--- src/rtl/replace_num_packet_rx_pkg.sv ---
// -----------------------------------------------------------------------------
// replace_num_packet_rx_pkg
//   Constants shared between the replace-num UART message receiver and the
//   replace_num_mem write port: the message-type byte, the address/data field
//   widths, and helpers that split a {addr, data} packet into its fields.
// -----------------------------------------------------------------------------
package replace_num_packet_rx_pkg;

  localparam int          RN_ADDR_WIDTH  = 32'd8;
  localparam int          RN_DATA_WIDTH  = 32'd16;
  localparam logic [7:0]  RN_HEADER_BYTE = 8'h52;
  localparam int          RN_PKT_WIDTH   = RN_ADDR_WIDTH + RN_DATA_WIDTH;

  // Number of whole bytes needed to carry a packet of the given width.
  function automatic int payload_bytes(input int pkt_width);
    return (pkt_width + 32'd7) / 32'd8;
  endfunction

  // Address field of a packet; the address sits in the MSBs.
  function automatic logic [RN_ADDR_WIDTH-1:0] rn_addr(input logic [RN_PKT_WIDTH-1:0] pkt);
    return pkt[RN_PKT_WIDTH-1 -: RN_ADDR_WIDTH];
  endfunction

  // Data field of a packet; the data sits in the LSBs.
  function automatic logic [RN_DATA_WIDTH-1:0] rn_data(input logic [RN_PKT_WIDTH-1:0] pkt);
    return pkt[RN_DATA_WIDTH-1:0];
  endfunction

endpackage

--- src/rtl/replace_num_packet_rx_uart_byte_timeout.sv ---
// -----------------------------------------------------------------------------
// replace_num_packet_rx_uart_byte_timeout
//   Inter-byte gap counter for the replace-num receiver.
//   Ports:
//     clk, rst_n : clock, asynchronous active-low reset
//     clear      : restart the gap count (a byte arrived, or receiver is idle)
//     enable     : count idle cycles (a message is partially received)
//     expired    : this cycle is the TIMEOUT_CYCLES-th consecutive idle cycle
// -----------------------------------------------------------------------------
module replace_num_packet_rx_uart_byte_timeout #(
  parameter int TIMEOUT_CYCLES = 1000
) (
  input  logic clk,
  input  logic rst_n,
  input  logic clear,
  input  logic enable,
  output logic expired
);

  localparam int            TW       = $clog2(TIMEOUT_CYCLES + 1);
  localparam logic [TW-1:0] LIMIT    = TW'(TIMEOUT_CYCLES);
  localparam logic [TW-1:0] LIMIT_M1 = TW'(TIMEOUT_CYCLES - 1);
  localparam logic [TW-1:0] ONE      = TW'(1);

  logic [TW-1:0] r_timer;

  // Gap counter: restarts on clear, saturates at the limit instead of wrapping.
  always_ff @(posedge clk or negedge rst_n) begin
    if (!rst_n) begin
      r_timer <= '0;
    end else if (clear) begin
      r_timer <= '0;
    end else if (enable && (r_timer != LIMIT)) begin
      r_timer <= r_timer + ONE;
    end else begin
      r_timer <= r_timer;
    end
  end

  // Expiry is flagged in the idle cycle that would bring the count to the
  // limit, so a byte landing in that same cycle still wins.
  assign expired = enable && !clear && (r_timer == LIMIT_M1);

endmodule

--- src/rtl/replace_num_packet_rx.sv ---
// -----------------------------------------------------------------------------
// replace_num_packet_rx
//   Finds "replace number" messages (header, payload MSB first, XOR checksum)
//   in the UART byte stream and turns each good one into a single-cycle write
//   to replace_num_mem.
//   Ports:
//     clk, rst_n   : clock, asynchronous active-low reset
//     rx_data      : byte from the UART receiver
//     rx_valid     : one-cycle strobe qualifying rx_data
//     wr_packet    : {addr, data}, held until the next good message
//     wr_en        : one-cycle write strobe
//     err_checksum : one-cycle pulse, message dropped on checksum mismatch
//     err_timeout  : one-cycle pulse, message dropped on inter-byte gap
//     busy         : a message is partially received
// -----------------------------------------------------------------------------
module replace_num_packet_rx
  import replace_num_packet_rx_pkg::*;
#(
  parameter int         ADDR_WIDTH     = RN_ADDR_WIDTH,
  parameter int         DATA_WIDTH     = RN_DATA_WIDTH,
  parameter logic [7:0] HEADER_BYTE    = RN_HEADER_BYTE,
  parameter int         TIMEOUT_CYCLES = 1000
) (
  input  logic                             clk,
  input  logic                             rst_n,
  input  logic [7:0]                       rx_data,
  input  logic                             rx_valid,
  output logic [ADDR_WIDTH+DATA_WIDTH-1:0] wr_packet,
  output logic                             wr_en,
  output logic                             err_checksum,
  output logic                             err_timeout,
  output logic                             busy
);

  localparam int               PKT_W         = ADDR_WIDTH + DATA_WIDTH;
  localparam int               PAYLOAD_BYTES = payload_bytes(PKT_W);
  localparam int               ASM_W         = PAYLOAD_BYTES * 8;
  localparam int               CNT_W         = $clog2(PAYLOAD_BYTES + 1);
  localparam logic [CNT_W-1:0] LAST_IDX      = CNT_W'(PAYLOAD_BYTES - 1);
  localparam logic [CNT_W-1:0] CNT_ONE       = CNT_W'(1);

  typedef enum logic [1:0] {
    S_IDLE    = 2'd0,
    S_PAYLOAD = 2'd1,
    S_CHECK   = 2'd2
  } state_t;

  state_t           r_state,        w_state_nxt;
  logic [CNT_W-1:0] r_count,        w_count_nxt;
  logic [7:0]       r_csum,         w_csum_nxt;
  logic [ASM_W-1:0] r_asm,          w_asm_nxt;
  logic [PKT_W-1:0] r_wr_packet,    w_wr_packet_nxt;
  logic             r_wr_en,        w_wr_en_nxt;
  logic             r_err_checksum, w_err_checksum_nxt;
  logic             r_err_timeout,  w_err_timeout_nxt;

  logic w_timer_clear;
  logic w_timer_enable;
  logic w_expired;

  // The gap timer only runs mid-message; any accepted byte restarts it.
  assign w_timer_clear  = rx_valid || (r_state == S_IDLE);
  assign w_timer_enable = (r_state != S_IDLE);

  replace_num_packet_rx_uart_byte_timeout #(
    .TIMEOUT_CYCLES (TIMEOUT_CYCLES)
  ) u_timeout (
    .clk     (clk),
    .rst_n   (rst_n),
    .clear   (w_timer_clear),
    .enable  (w_timer_enable),
    .expired (w_expired)
  );

  // State and datapath registers.
  always_ff @(posedge clk or negedge rst_n) begin
    if (!rst_n) begin
      r_state        <= S_IDLE;
      r_count        <= '0;
      r_csum         <= 8'h00;
      r_asm          <= '0;
      r_wr_packet    <= '0;
      r_wr_en        <= 1'b0;
      r_err_checksum <= 1'b0;
      r_err_timeout  <= 1'b0;
    end else begin
      r_state        <= w_state_nxt;
      r_count        <= w_count_nxt;
      r_csum         <= w_csum_nxt;
      r_asm          <= w_asm_nxt;
      r_wr_packet    <= w_wr_packet_nxt;
      r_wr_en        <= w_wr_en_nxt;
      r_err_checksum <= w_err_checksum_nxt;
      r_err_timeout  <= w_err_timeout_nxt;
    end
  end

  // Next-state and output decode. Timeout is only possible on a cycle without
  // rx_valid, and wr_en/err_checksum only on one with it, so the pulses can
  // never coincide.
  always_comb begin
    w_state_nxt        = r_state;
    w_count_nxt        = r_count;
    w_csum_nxt         = r_csum;
    w_asm_nxt          = r_asm;
    w_wr_packet_nxt    = r_wr_packet;
    w_wr_en_nxt        = 1'b0;
    w_err_checksum_nxt = 1'b0;
    w_err_timeout_nxt  = 1'b0;
    case (r_state)
      S_IDLE: begin
        if (rx_valid && (rx_data == HEADER_BYTE)) begin
          w_state_nxt = S_PAYLOAD;
          w_count_nxt = '0;
          w_csum_nxt  = 8'h00;
          w_asm_nxt   = '0;
        end else begin
          w_state_nxt = S_IDLE;
        end
      end
      S_PAYLOAD: begin
        if (w_expired) begin
          w_err_timeout_nxt = 1'b1;
          w_state_nxt       = S_IDLE;
        end else if (rx_valid) begin
          // MSB-first assembly; surplus top bits fall off when the packet
          // is sliced out of the assembly register.
          w_asm_nxt   = (r_asm << 4'd8) | ASM_W'(rx_data);
          w_csum_nxt  = r_csum ^ rx_data;
          w_count_nxt = r_count + CNT_ONE;
          if (r_count == LAST_IDX) begin
            w_state_nxt = S_CHECK;
          end else begin
            w_state_nxt = S_PAYLOAD;
          end
        end else begin
          w_state_nxt = S_PAYLOAD;
        end
      end
      S_CHECK: begin
        if (w_expired) begin
          w_err_timeout_nxt = 1'b1;
          w_state_nxt       = S_IDLE;
        end else if (rx_valid) begin
          if (rx_data == r_csum) begin
            w_wr_packet_nxt = r_asm[PKT_W-1:0];
            w_wr_en_nxt     = 1'b1;
          end else begin
            w_err_checksum_nxt = 1'b1;
          end
          w_state_nxt = S_IDLE;
        end else begin
          w_state_nxt = S_CHECK;
        end
      end
      default: begin
        w_state_nxt = S_IDLE;
      end
    endcase
  end

  assign wr_packet    = r_wr_packet;
  assign wr_en        = r_wr_en;
  assign err_checksum = r_err_checksum;
  assign err_timeout  = r_err_timeout;
  assign busy         = (r_state != S_IDLE);

endmodule

--- config.mk ---
export PLATFORM = sky130hd
export DESIGN_NAME = replace_num_packet_rx
export DESIGN_NICKNAME = d
export VERILOG_FILES = /design/src/rtl/replace_num_packet_rx_pkg.sv /design/src/rtl/replace_num_packet_rx_uart_byte_timeout.sv /design/src/rtl/replace_num_packet_rx.sv
export SDC_FILE = /design/constraint.sdc
export NUM_CORES = 1
export LEC_CHECK = 0
export BUFFER_PORTS_ARGS = -buffer_cell sky130_fd_sc_hd__buf_2
export CAP_MARGIN = 10
export CORE_AREA = 2 2 107 119
export CTS_BUF_LIST = sky130_fd_sc_hd__clkbuf_4
export DETAILED_ROUTE_END_ITERATION = 6
export DIE_AREA = 0 0 109 121
export PLACE_DENSITY_LB_ADDON = 0.12
export SLEW_MARGIN = 20
export SYNTH_ARGS = -nofsm -noshare
export SYNTH_HDL_FRONTEND = slang
export SYNTH_HIERARCHICAL = 1
export SYNTH_SLANG_ARGS = --single-unit
--- constraint.sdc ---
create_clock -name clk -period 5.1 [get_ports clk]
set_input_delay 1.02 -clock clk [delete_from_list [all_inputs] [get_ports clk]]
set_output_delay 1.02 -clock clk [all_outputs]
set_load 0.05 [all_outputs]
# Word-level counts from Yosys, hierarchy flattened
# Index checks and enable logic that the tools add are counted.
# totals
elab_cells	68
ff_bits	73
in_bits	11
out_inout_bits	28
# op_classes
n_eq_ne	10
n_reduce_logical	13
addsub	2
muxes	31
bitwise_logic	3
# ops
cell	n
two-way mux 24 bit	3
case mux 24 bit (2 select lines)	1
two-way mux 8 bit	3
bitwise OR 24 x 8 -> 24 bit	1
two-way mux 10 bit	2
two-way mux 2 bit	8
case mux 8 bit (2 select lines)	1
two-way mux 1 bit	11
adder 10 x 1 -> 10 bit (second input constant)	1
equality test 10 bit (second input constant)	1
!= test 10 bit (second input constant)	1
equality test 8 x 7 -> 1 bit (second input constant)	1
equality test 8 bit	1
AND reduction 4 bit	2
bitwise XOR 8 bit	1
case mux 2 bit (3 select lines)	1
nonzero test 2 bit	3
equality test 2 bit (second input constant)	2
logical AND 1 bit	4
!= test 2 bit (second input constant)	2
case mux 2 bit (2 select lines)	1
adder 2 x 1 -> 2 bit (second input constant)	1
equality test 2 x 1 -> 1 bit (second input constant)	1
zero test 2 bit	1
other kinds (5)	5

# Logic depth before layout (Yosys ltp)
# depth
ltp_word	7
depth_mapped	13

# Modules after synthesis
# Netlist, hierarchy kept.
# by_module_without_submodules
module	area_per_inst_um2	cells_per_inst	instances
replace_num_packet_rx	2915.3	243	1
replace_num_packet_rx_uart_byte_timeout	594.3	65	1

# Worst setup path after synthesis
# Ideal clock, no wire load.
# synth_timing
path_type	input port to flip-flop
startpoint	input port rx_valid
endpoint	register r_wr_packet[9], in the netlist wr_packet[9]
t_required_ns	4.973
path_stages	11
path_slack_ns	2.164
setup_ns	0.127
path_buffers	3
arrival_time_ns	2.808
cell_sequence	or2_2 clkbuf_1 nor2_1 nand4_1 nor3_1 nor2b_1 buf_4 nand2_2 nor3_4 buf_6 mux2_1
# synth_between
elab_chain_len	6
# synth_rtl
element	line	source
from (decl)	replace_num_packet_rx.sv:27	input logic rx_valid,
logical OR 1 bit	replace_num_packet_rx.sv:62	assign w_timer_clear = rx_valid || (r_state == S_IDLE);
zero test 1 bit	replace_num_packet_rx_uart_byte_timeout.sv:42	assign expired = enable && !clear && (r_timer == LIMIT_M1);
logical AND 1 bit (2 in a row)	replace_num_packet_rx_uart_byte_timeout.sv:42	
net w_expired	replace_num_packet_rx.sv:59	logic w_expired;
NOT 1 bit (no source line)	-	
AND reduction 4 bit (no source line)	-	
to (signal assigned)	replace_num_packet_rx.sv:91	r_wr_packet <= w_wr_packet_nxt;
to (decl)	replace_num_packet_rx.sv:52	logic [PKT_W-1:0] r_wr_packet, w_wr_packet_nxt;
# The timed path passes the listed nets, and every way through them passes these cells.
# A chain may end at the register's enable or synchronous reset.

# Worst setup path after layout
# layout_timing
startpoint	register r_state[0]
endpoint	register r_count[1]
# layout_between
elab_chain_len	7
# layout_rtl
element	line	source
from (decl)	replace_num_packet_rx.sv:48	state_t r_state, w_state_nxt;
from (signal assigned)	replace_num_packet_rx.sv:87	r_state <= w_state_nxt;
zero test 2 bit	replace_num_packet_rx.sv:62	
logical OR 1 bit	replace_num_packet_rx.sv:62	
net w_timer_clear	replace_num_packet_rx.sv:57	logic w_timer_clear;
zero test 1 bit	replace_num_packet_rx_uart_byte_timeout.sv:42	
logical AND 1 bit (2 in a row)	replace_num_packet_rx_uart_byte_timeout.sv:42	
net w_expired	replace_num_packet_rx.sv:59	
!= test 2 bit (no source line)	-	
AND reduction 4 bit (no source line)	-	
to (signal assigned)	replace_num_packet_rx.sv:88	r_count <= w_count_nxt;
to (decl)	replace_num_packet_rx.sv:49	logic [CNT_W-1:0] r_count, w_count_nxt;
# The timed path passes the listed nets, and every way through them passes these cells.

==> impl_metrics.py <==
metrics = {
    "status": {
        "outcome": "complete, no violations",
    },
    "final_layout": {
        "layout.cells.non_filler": 509,
        "final_util_pct": 33.7,
        "drive_above_1_share_pct": 25.1,
        "area_delta_synth_final_pct": 14.5,
        "fillCellCount": 1225,
        "nets": 367,
    },
    "yosys": {
        "ys_ff_latch": 73,
        "async_reset_ff_share_pct": 100,
        "synth_edf_count": 0,
        "synthesis.nets": 326,
        "syn-cell-area_um2": 3510,
        "yosysTopAreaCell": "dfrtp_1",
        "yosysMostFrequentCell": "dfrtp_1",
        "ys_warn_count": 6,
        "ys_seq_area_share_pct": 52.0,
        "postSynthAreaPerCell_um2": 11.4,
        "netlist_top_cells_count": "73 x dfrtp_1, 40 x nand2_1, 28 x inv_1",
        "synth_flop_cell": "dfrtp_1",
        "netlist_top_cells_area": "dfrtp_1 52%, mux2_2 8.0%, mux2i_1 6.0%",
        "yosys.cell_types.count": 43,
        "netlist.area_leader.share_pct": 52.0,
        "postSynthCellCount": 308,
    },
    "global_routing": {
        "grt_use_total_pct": 12.2,
        "grt_pass1_vias": 2382,
        "gr-total-overflow": 0,
        "antenna_found_initial": 1,
        "grt_pass1_wl_mm": 12.2,
        "grt_max_degree": 74,
    },
    "detailed_routing": {
        "wirelength_mm": 7.35,
        "drtPass1Iterations": 4,
        "wl_per_cell_um": 14.4,
        "drt_iter0_drc": 85,
        "num_vias": 2315,
        "ant_nets": 0,
        "vias_per_cell": 4.55,
        "drc": 0,
    },
    "power_and_ir_drop": {
        "leakage_uw": 0.00210,
        "p_total_uw": 1260,
        "power_density_nw_per_um2": 314,
        "peakVddDrop_mv": 0.110,
    },
    "sta": {
        "fin_crit_sh_pct": 63.3,
        "finalCriticalPeriod_ns": 3.23,
        "fin_worst_skew_ns": 0.0103,
        "slew_viol_final": 0,
        "fmaxAchievable_mhz": 310,
        "final_hold_viol_count": 0,
        "setup_viol": 0,
        "setup-tns-final_ns": 0,
        "worst_slew_pin_slew_ns": 0.766,
        "rsz0062_at_grt": "false",
        "slew_headroom_pct": 48.9,
    },
    "worst_setup_path": {
        "reg2reg_setup_slack_ns": 1.87,
        "critPathMaxStageDelay_ns": 0.42,
        "required_ns": 5.41,
        "crit_chain": "inv_1, ha_1, or2_2, nor2_1, nand4_1, nor3_1, nand2b_1, a21o_1, buf_4, mux2_2",
        "r2r-end": "r_count[1]",
        "cp.arrival_ns": 3.54,
        "crit_path_start_kind": "flop",
        "r2r_cells": 10,
        "startpoint": "r_state[0]",
        "regToRegStartpoint": "r_state[0]",
        "crit_end": "r_count[1]",
        "critPathCaptureType": "flop",
        "crit_slowest_cell": "or2_2",
        "path_class": "reg2reg",
        "worst-path-max-fanout": 19,
    },
    "floorplanning": {
        "start_util_pct": 29.4,
        "die_w_um": 109,
        "die-area_um2": 13200,
        "num_rows": 42,
        "ioPinCount": 39,
        "fp.dieH_um": 121,
        "core_area_um2": 11900,
    },
    "clock_network": {
        "cts_tree": "built",
        "hold_buffers": 0,
        "post-cts-setup-buffers": 0,
        "cts_root_buf": "clkbuf_4",
        "cts_resized": 0,
        "cts_sinks": 73,
        "clkSlewWorstSetupHoldPaths_ns": 0.12,
        "numCtsBuffers": 9,
        "insertion_delay_ns": 0.42,
        "cts_buffer_depth": 2,
        "cts_max_level": 3,
    },
    "placed_design": {
        "io_buffers": 38,
        "dp.cells": 491,
        "dp_hpwl_mm": 4.81,
        "gp_congestion": 0.768,
    },
    "flow_run": {
        "maxCapViolCount": 0,
    },
    "hold_path": {
        "min_path_type": "reg2reg",
    },
}
==> registers in the layout, indices dropped and copies added, names as in the netlist <==
| name | flops |
|---|---|
| u_timeout/r_timer | 10 |
| r_count | 2 |
| err_checksum | 1 |
| r_state | 2 |
| wr_packet | 24 |
| r_csum | 8 |
| r_asm | 24 |
| wr_en | 1 |
| err_timeout | 1 |
==> logic make-up (layout without fill, tap and decap cells) <==
kind of cell,after synthesis,in the layout,synth area share [%]
compound gates,39,39,8.31
xor+xnor,10,10,2.50
fa+ha+maj,7,7,2.50
buf+inv,40,86,6.10
flops,73,73,52.0
mux,47,47,14.3
other cells,0,1,0
simple gates,92,92,14.2
==> through the flow <==
stage	setup WS, ns	hold WS (ns)	instance area, µm²
finish	1.87	0.501	4020
global route	1.62	0.518	4020
CTS	1.85	0.508	3990
detailed placement	1.44	0.479	3810
global placement	1.49	0.470	3810
floorplan	2.16	0.472	3510
==> routing by layer <==
| metal | track usage (%) | vias up | wire length (µm) |
|---|---|---|---|
| met5 | 0 | - | 0 |
| met4 | 4.97 | 0 | 116 |
| met2 | 17.9 | 37 | 3310 |
| met1 | 16.8 | 1129 | 3690 |
| li1 | - | 1139 | - |
| met3 | 3.60 | 10 | 241 |
==> worst min-delay path by stage <==
stage / from / to / slack, ns / cells after the start
after global routing: rst_n / r_asm[13] / 0.52 / 1
after CTS: wr_packet[9] / wr_packet[9] / 0.51 / 1
final: wr_packet[9] / wr_packet[9] / 0.50 / 1
after floorplan: r_asm[0] / r_asm[0] / 0.47 / 1
after detailed placement: wr_packet[9] / wr_packet[9] / 0.48 / 1
after global placement: wr_packet[9] / wr_packet[9] / 0.47 / 1
==> placed cells by master, fill, tap and decap left out, drive strengths merged, types with 3 or more instances in the layout <==
cell and n:
dfrtp 73, buf 42, nand2 41, inv 28, mux2 26, mux2i 21, clkbuf 10, nor2b 9
xnor2 8, a21oi 7, o21ai 7, a21o 7, a22o 7, ha 7, nand4 7, nor2 6
nor3 6, nand2b 5, or3 4, or4 4, bufinv 3, o2111ai 3
==> critical path: cells and delay by family, from the launching register on <==
| kind | cells | cell delay, ns |
|---|---|---|
| DFF | 1 | 0.40 |
| buffers and inverters | 2 | 0.47 |
| muxes | 1 | 0.37 |
| AOI/OAI and AO/OA | 1 | 0.35 |
| adders and majority gates | 1 | 0.27 |
| and+or+nand+nor | 5 | 1.25 |
==> area by class of cell <==
cell class,count,area (µm²),area share (%)
Antenna cell,1,2.50,0.0622
Clock buffer,10,75.1,1.87
Multi-Input combinational cell,195,1470,36.5
Clock inverter,6,106,2.65
Inverter,28,105,2.61
Timing Repair Buffer,42,243,6.04
Tap cell,154,193,4.79
Sequential cell,73,1830,45.4
==> report_power, final <==
| part | switching [µW] | total (µW) | leakage, µW | internal, µW |
|---|---|---|---|---|
| clock | 208 | 459 | 0.0000940 | 251 |
| sequential | 40.1 | 673 | 0.000930 | 633 |
| combinational | 76.3 | 131 | 0.00107 | 54.8 |
Note: power is estimated with default switching activity, not from simulation.
